--- config.mk ---
export PLATFORM = sky130hd
export DESIGN_NAME = code_entry
export DESIGN_NICKNAME = d
export VERILOG_FILES = /design/src/rtl/code_entry.sv
export SDC_FILE = /design/constraint.sdc
export NUM_CORES = 1
export LEC_CHECK = 0
export ABC_AREA = 0
export CELL_PAD_IN_SITES_DETAIL_PLACEMENT = 0
export CELL_PAD_IN_SITES_GLOBAL_PLACEMENT = 2
export CORE_MARGIN = 4
export CORE_UTILIZATION = 38
export CTS_CLUSTER_DIAMETER = 150
export DETAILED_ROUTE_END_ITERATION = 10
export PLACE_DENSITY_LB_ADDON = 0.1
export SYNTH_ARGS = -nofsm -noshare
export SYNTH_HDL_FRONTEND = slang
export SYNTH_SLANG_ARGS = --single-unit
export TNS_END_PERCENT = 20
--- constraint.sdc ---
create_clock -name clk -period 1.9 [get_ports clk]
set_input_delay 0.38 -clock clk [delete_from_list [all_inputs] [get_ports clk]]
set_output_delay 0.38 -clock clk [all_outputs]
set_load 0.02 [all_outputs]
--- src/rtl/code_entry.sv ---
// code_entry: keypad digit capture for a code lock.
//
// Collects BCD digits from a debounced keypad into an entry buffer, compares
// the completed entry against a stored code, and lets an unlocked lock
// reprogram that code. The first digit entered lands in the most-significant
// nibble of the buffer.
//
// Ports
//   clk              single clock, rising-edge active
//   rst              asynchronous active-high reset
//   key_valid        debounced "key down" level
//   key_digit [3:0]  digit code, meaningful while key_valid is high
//   clear            discard the current entry
//   submit           submit strobe (shared with the control FSM)
//   ready_for_input  digits are accepted only while this is high
//   unlock_led       lock currently open
//   prog_en          program-new-code request
//   full             DIGITS digits captured
//   match            captured entry equals the stored code
//   digit_count[2:0] number of digits captured, 0..DIGITS
//   key_err          one-cycle pulse when a keypress is rejected
//   code_loaded      one-cycle pulse after the stored code is reprogrammed
module code_entry #(
  parameter int                  DIGITS       = 4,
  parameter logic [4*DIGITS-1:0] DEFAULT_CODE = 16'h1234
) (
  input  logic       clk,
  input  logic       rst,
  input  logic       key_valid,
  input  logic [3:0] key_digit,
  input  logic       clear,
  input  logic       submit,
  input  logic       ready_for_input,
  input  logic       unlock_led,
  input  logic       prog_en,
  output logic       full,
  output logic       match,
  output logic [2:0] digit_count,
  output logic       key_err,
  output logic       code_loaded
);

  localparam int         W        = 4 * DIGITS;
  localparam logic [2:0] DIGITS_C = 3'(DIGITS);

  logic [W-1:0] buf_r;
  logic [W-1:0] stored_r;
  logic [2:0]   count_r;
  logic         key_valid_q_r;
  logic         key_err_r;
  logic         code_loaded_r;

  logic         press_s;
  logic         full_s;
  logic         accept_s;
  logic         reprog_s;
  logic [W-1:0] buf_next_s;

  // Press detection, acceptance decision and the buffer with the new digit inserted.
  always_comb begin
    press_s    = key_valid & ~key_valid_q_r;
    full_s     = (count_r == DIGITS_C);
    accept_s   = press_s & ready_for_input & (key_digit <= 4'd9) & (count_r < DIGITS_C);
    reprog_s   = submit & full_s & prog_en & unlock_led;
    buf_next_s = buf_r;
    // Slot k sits k nibbles below the top, so the first digit is the MS nibble.
    for (int i = 0; i < DIGITS; i++) begin
      if (count_r == 3'(i)) begin
        buf_next_s[(DIGITS-1-i)*4 +: 4] = key_digit;
      end else begin
        buf_next_s[(DIGITS-1-i)*4 +: 4] = buf_r[(DIGITS-1-i)*4 +: 4];
      end
    end
  end

  // Entry buffer, digit counter, stored code and the one-cycle status pulses.
  always_ff @(posedge clk or posedge rst) begin
    if (rst) begin
      buf_r         <= {W{1'b0}};
      stored_r      <= DEFAULT_CODE;
      count_r       <= 3'd0;
      key_valid_q_r <= 1'b1;  // a key held through reset must be released first
      key_err_r     <= 1'b0;
      code_loaded_r <= 1'b0;
    end else begin
      key_valid_q_r <= key_valid;
      key_err_r     <= 1'b0;
      code_loaded_r <= 1'b0;
      if (clear || submit) begin
        // clear/submit take priority; a coincident press is silently dropped.
        buf_r   <= {W{1'b0}};
        count_r <= 3'd0;
        if (reprog_s) begin
          stored_r      <= buf_r;
          code_loaded_r <= 1'b1;
        end
      end else if (press_s) begin
        if (accept_s) begin
          buf_r   <= buf_next_s;
          count_r <= count_r + 3'd1;
        end else begin
          key_err_r <= 1'b1;
        end
      end
    end
  end

  // full/match come straight from registers so the control FSM sees them with no extra delay.
  always_comb begin
    full        = full_s;
    match       = full_s & (buf_r == stored_r);
    digit_count = count_r;
    key_err     = key_err_r;
    code_loaded = code_loaded_r;
  end

endmodule

==> flow_summary_export.csv <==
group,metric,value,unit
run_status,status,"finished with violations",
run_status,violations,"setup timing",
final_layout,fin_area,2396,um2
power,ir_worst_vdd,0.3494,mV
die,core-area,4474,um2
drt,dr.pass1.iters,4,
power,powerDensity,658.6,nW/um2
timing,final.min_clock_period,2068,ps
clocking,clock-sinks,38,
critical_path,worstPathMaxFanout,2,
clocking,path_clk_slew,80,ps
die,die_y,76.81,um
placement,gp_congestion,0.7535,
synthesis,synth_area,1799,um2
drt,antenna_left,0,
global_route,overflow,0,
die,initial_core_util,40.21,%
drt,wire_per_inst,15.85,um
final_layout,n_fill_cell,399,
timing,timing.final.ws_setup,-168.1,ps
timing,report.final.slew_viol_count,0,
critical_path,reg2reg_to,"stored_r[8]$_DFFE_PP0P_",
die,rows,24,
critical_path,required,1520,ps
synthesis,ys_seq_area_share,53.27,%
critical_path,ff2ff_setup_slack,240,ps
placement,dp_hpwl,2809,um
synthesis,postSynthAreaPerCell,12.85,um2
placement,port_buffers,18,
final_layout,final_nets,211,
timing,max_slew_margin,66.83,%
global_route,grt_antenna_before_repair,0,
final_layout,final_cell_mix,"dfrtp_1 (32), buf_4 (31), nor2_1 (19)",
drt,drc,0,
critical_path,critPathArrivalTime,1690,ps
final_layout,area_delta_synth_final,33.17,%
timing,worst_pin_slew,497.5,ps
drt,wl,3915,um
final_layout,n_antenna_cell,0,
drt,drt_iter0_drc,50,
die,num_io_pins,19,
clocking,cts_tree,"yes",
clocking,insertion_delay,280,ps
clocking,post_cts_buffers,0,
die,die_area,5900,um2
clocking,clock-root-buffer,"clkbuf_8",
global_route,grt_max_degree,39,
drt,num_vias,1207,
timing,finClkSkew,4.577,ps
synthesis,ys_ff_latch,38,
worst_hold_path,worstHoldPathType,"in -> async",
critical_path,endpoint_kind,"output pin",
timing,clock.fmax,483.5,MHz
final_layout,layout-drive-gt1-share,35.38,%
clocking,cts_buffers,5,
synthesis,synth.net_count,157,
critical_path,reg2reg_from,"digit_count[0]$_DFFE_PP0P_",
die,die_width,76.81,um
placement,place_area,2277,um2
global_route,grt_pass1_wl,6630,um
final_layout,post-route-util,53.55,%
final_layout,mostFrequentLayoutCell,"dfrtp_1",
timing,hold_viol,0,
global_route,grtUsageTotal,14.35,%
synthesis,ys_types,25,
timing,finalCritPeriodShare,108.8,%
drt,vias_per_cell,4.887,
clocking,clockBufferDepth,2,
critical_path,worst-setup-path-type,"reg -> out",
synthesis,syn-instance-count,140,
timing,finalSetupViolCount,1,
critical_path,cp-start-kind,"register",
flow_run,drv_cap,0,
timing,rsz0062_at_grt,"true",
synthesis,yosys_warnings,0,
critical_path,ff2ff_path_depth,7,
clocking,hold_buffers,0,
global_route,first_global_vias,1329,
power,power.leakage,1.237,nW
clocking,htree_num_levels,2,
metrics by stage:
stage	cells	hold WS [ps]	setup slack, ps	total power [mW]	TNS, ps
2_1_floorplan	140	384.5	162.9	0.8630	0
3_3_place_gp	239	510.1	-288.3	0.9238	-288.3
3_5_place_dp	239	520.2	-347.3	0.9254	-347.3
4_1_cts	247	533.1	-235.5	1.602	-235.5
5_1_grt	247	555.3	-247.5	1.650	-247.5
6_report	247	513.9	-168.1	1.578	-168.1
layer usage:
metal | track usage, % | vias up | routed length (um)
li1 | - | 583 | -
met1 | 19.15 | 610 | 1805
met2 | 23.26 | 10 | 2006
met3 | 3.513 | 4 | 74
met4 | 3.804 | 0 | 29
met5 | 0 | - | 0
synthesized netlist by cell type:
cell type | n | share of area (%)
a21oi_1 | 1 | 0.28
and2_4 | 1 | 0.49
and3_1 | 1 | 0.35
and4b_1 | 1 | 0.56
and4bb_1 | 1 | 0.70
buf_6 | 1 | 0.63
clkbuf_1 | 1 | 0.21
clkbuf_2 | 1 | 0.28
dfrtp_1 | 32 | 45
dfstp_2 | 6 | 8.8
ha_1 | 5 | 3.5
inv_1 | 5 | 1.0
mux2_2 | 7 | 4.4
mux2_4 | 9 | 7.5
mux2i_1 | 16 | 8.9
nand2_1 | 2 | 0.42
nand3_1 | 6 | 1.7
nand4_1 | 3 | 1.0
nand4_4 | 1 | 1.2
nor2_1 | 19 | 4.0
nor4_1 | 1 | 0.35
o21a_1 | 1 | 0.42
o21ai_1 | 1 | 0.28
or2_2 | 1 | 0.35
xnor2_1 | 17 | 8.3
worst max path at each step:
stage / from / endpoint / slack (ps) / depth (start not counted)
2_1_floorplan: digit_count[0]$_DFFE_PP0P_ / stored_r[0]$_DFFE_PP0P_ / 160 / 6
3_3_place_gp: stored_r[2]$_DFFE_PP1P_ / match / -290 / 5
3_5_place_dp: stored_r[2]$_DFFE_PP1P_ / match / -350 / 5
4_1_cts: stored_r[9]$_DFFE_PP1P_ / match / -240 / 5
5_1_grt: stored_r[2]$_DFFE_PP1P_ / match / -250 / 5
6_report: stored_r[2]$_DFFE_PP1P_ / match / -170 / 5
where the power goes:
| group | switching, mW | internal, mW |
|---|---|---|
| logic | 0.0507 | 0.0444 |
| registers | 0.00146 | 0.812 |
| clock network | 0.283 | 0.386 |
| total | 0.335 | 1.24 |
final cells by class:
class	instances	area (um2)	share of cell area (%)
Sequential cell	38	958.4	40.00
Multi-Input combinational cell	94	815.8	34.05
Timing Repair Buffer	50	429.2	17.91
Clock buffer	5	68.82	2.872
Tap cell	52	65.06	2.715
Clock inverter	3	40.04	1.671
Inverter	5	18.77	0.7833
critical path, cell delays in order, from the launching register on:
cell and delay, ps:
dfstp_2 540, xnor2_1 110, nand4_1 130, nor4_2 290
and3_1 210, buf_6 120
timing repair:
item / 4_1_cts / 5_1_grt
endpoints found under the setup margin: 2 / 2
pin swaps: 4 / 4
resized for setup: 9 / 2
registers in the layout (all words and copies together), names as in the netlist:
name	flops
key_valid_q_r	1
digit_count	3
key_err	1
code_loaded	1
buf_r	16
stored_r	16
logic make-up after synthesis:
logic type | synth area share, %
buffers and inverters | 2.155
AO/OA/AOI/OAI | 0.9732
multiplexers | 20.79
XOR/XNOR | 8.275
adder cells (fa/ha/maj) | 3.477
AND/OR/NAND/NOR | 11.06
flip-flops | 53.27
Note: power is estimated with default switching activity, not from simulation.
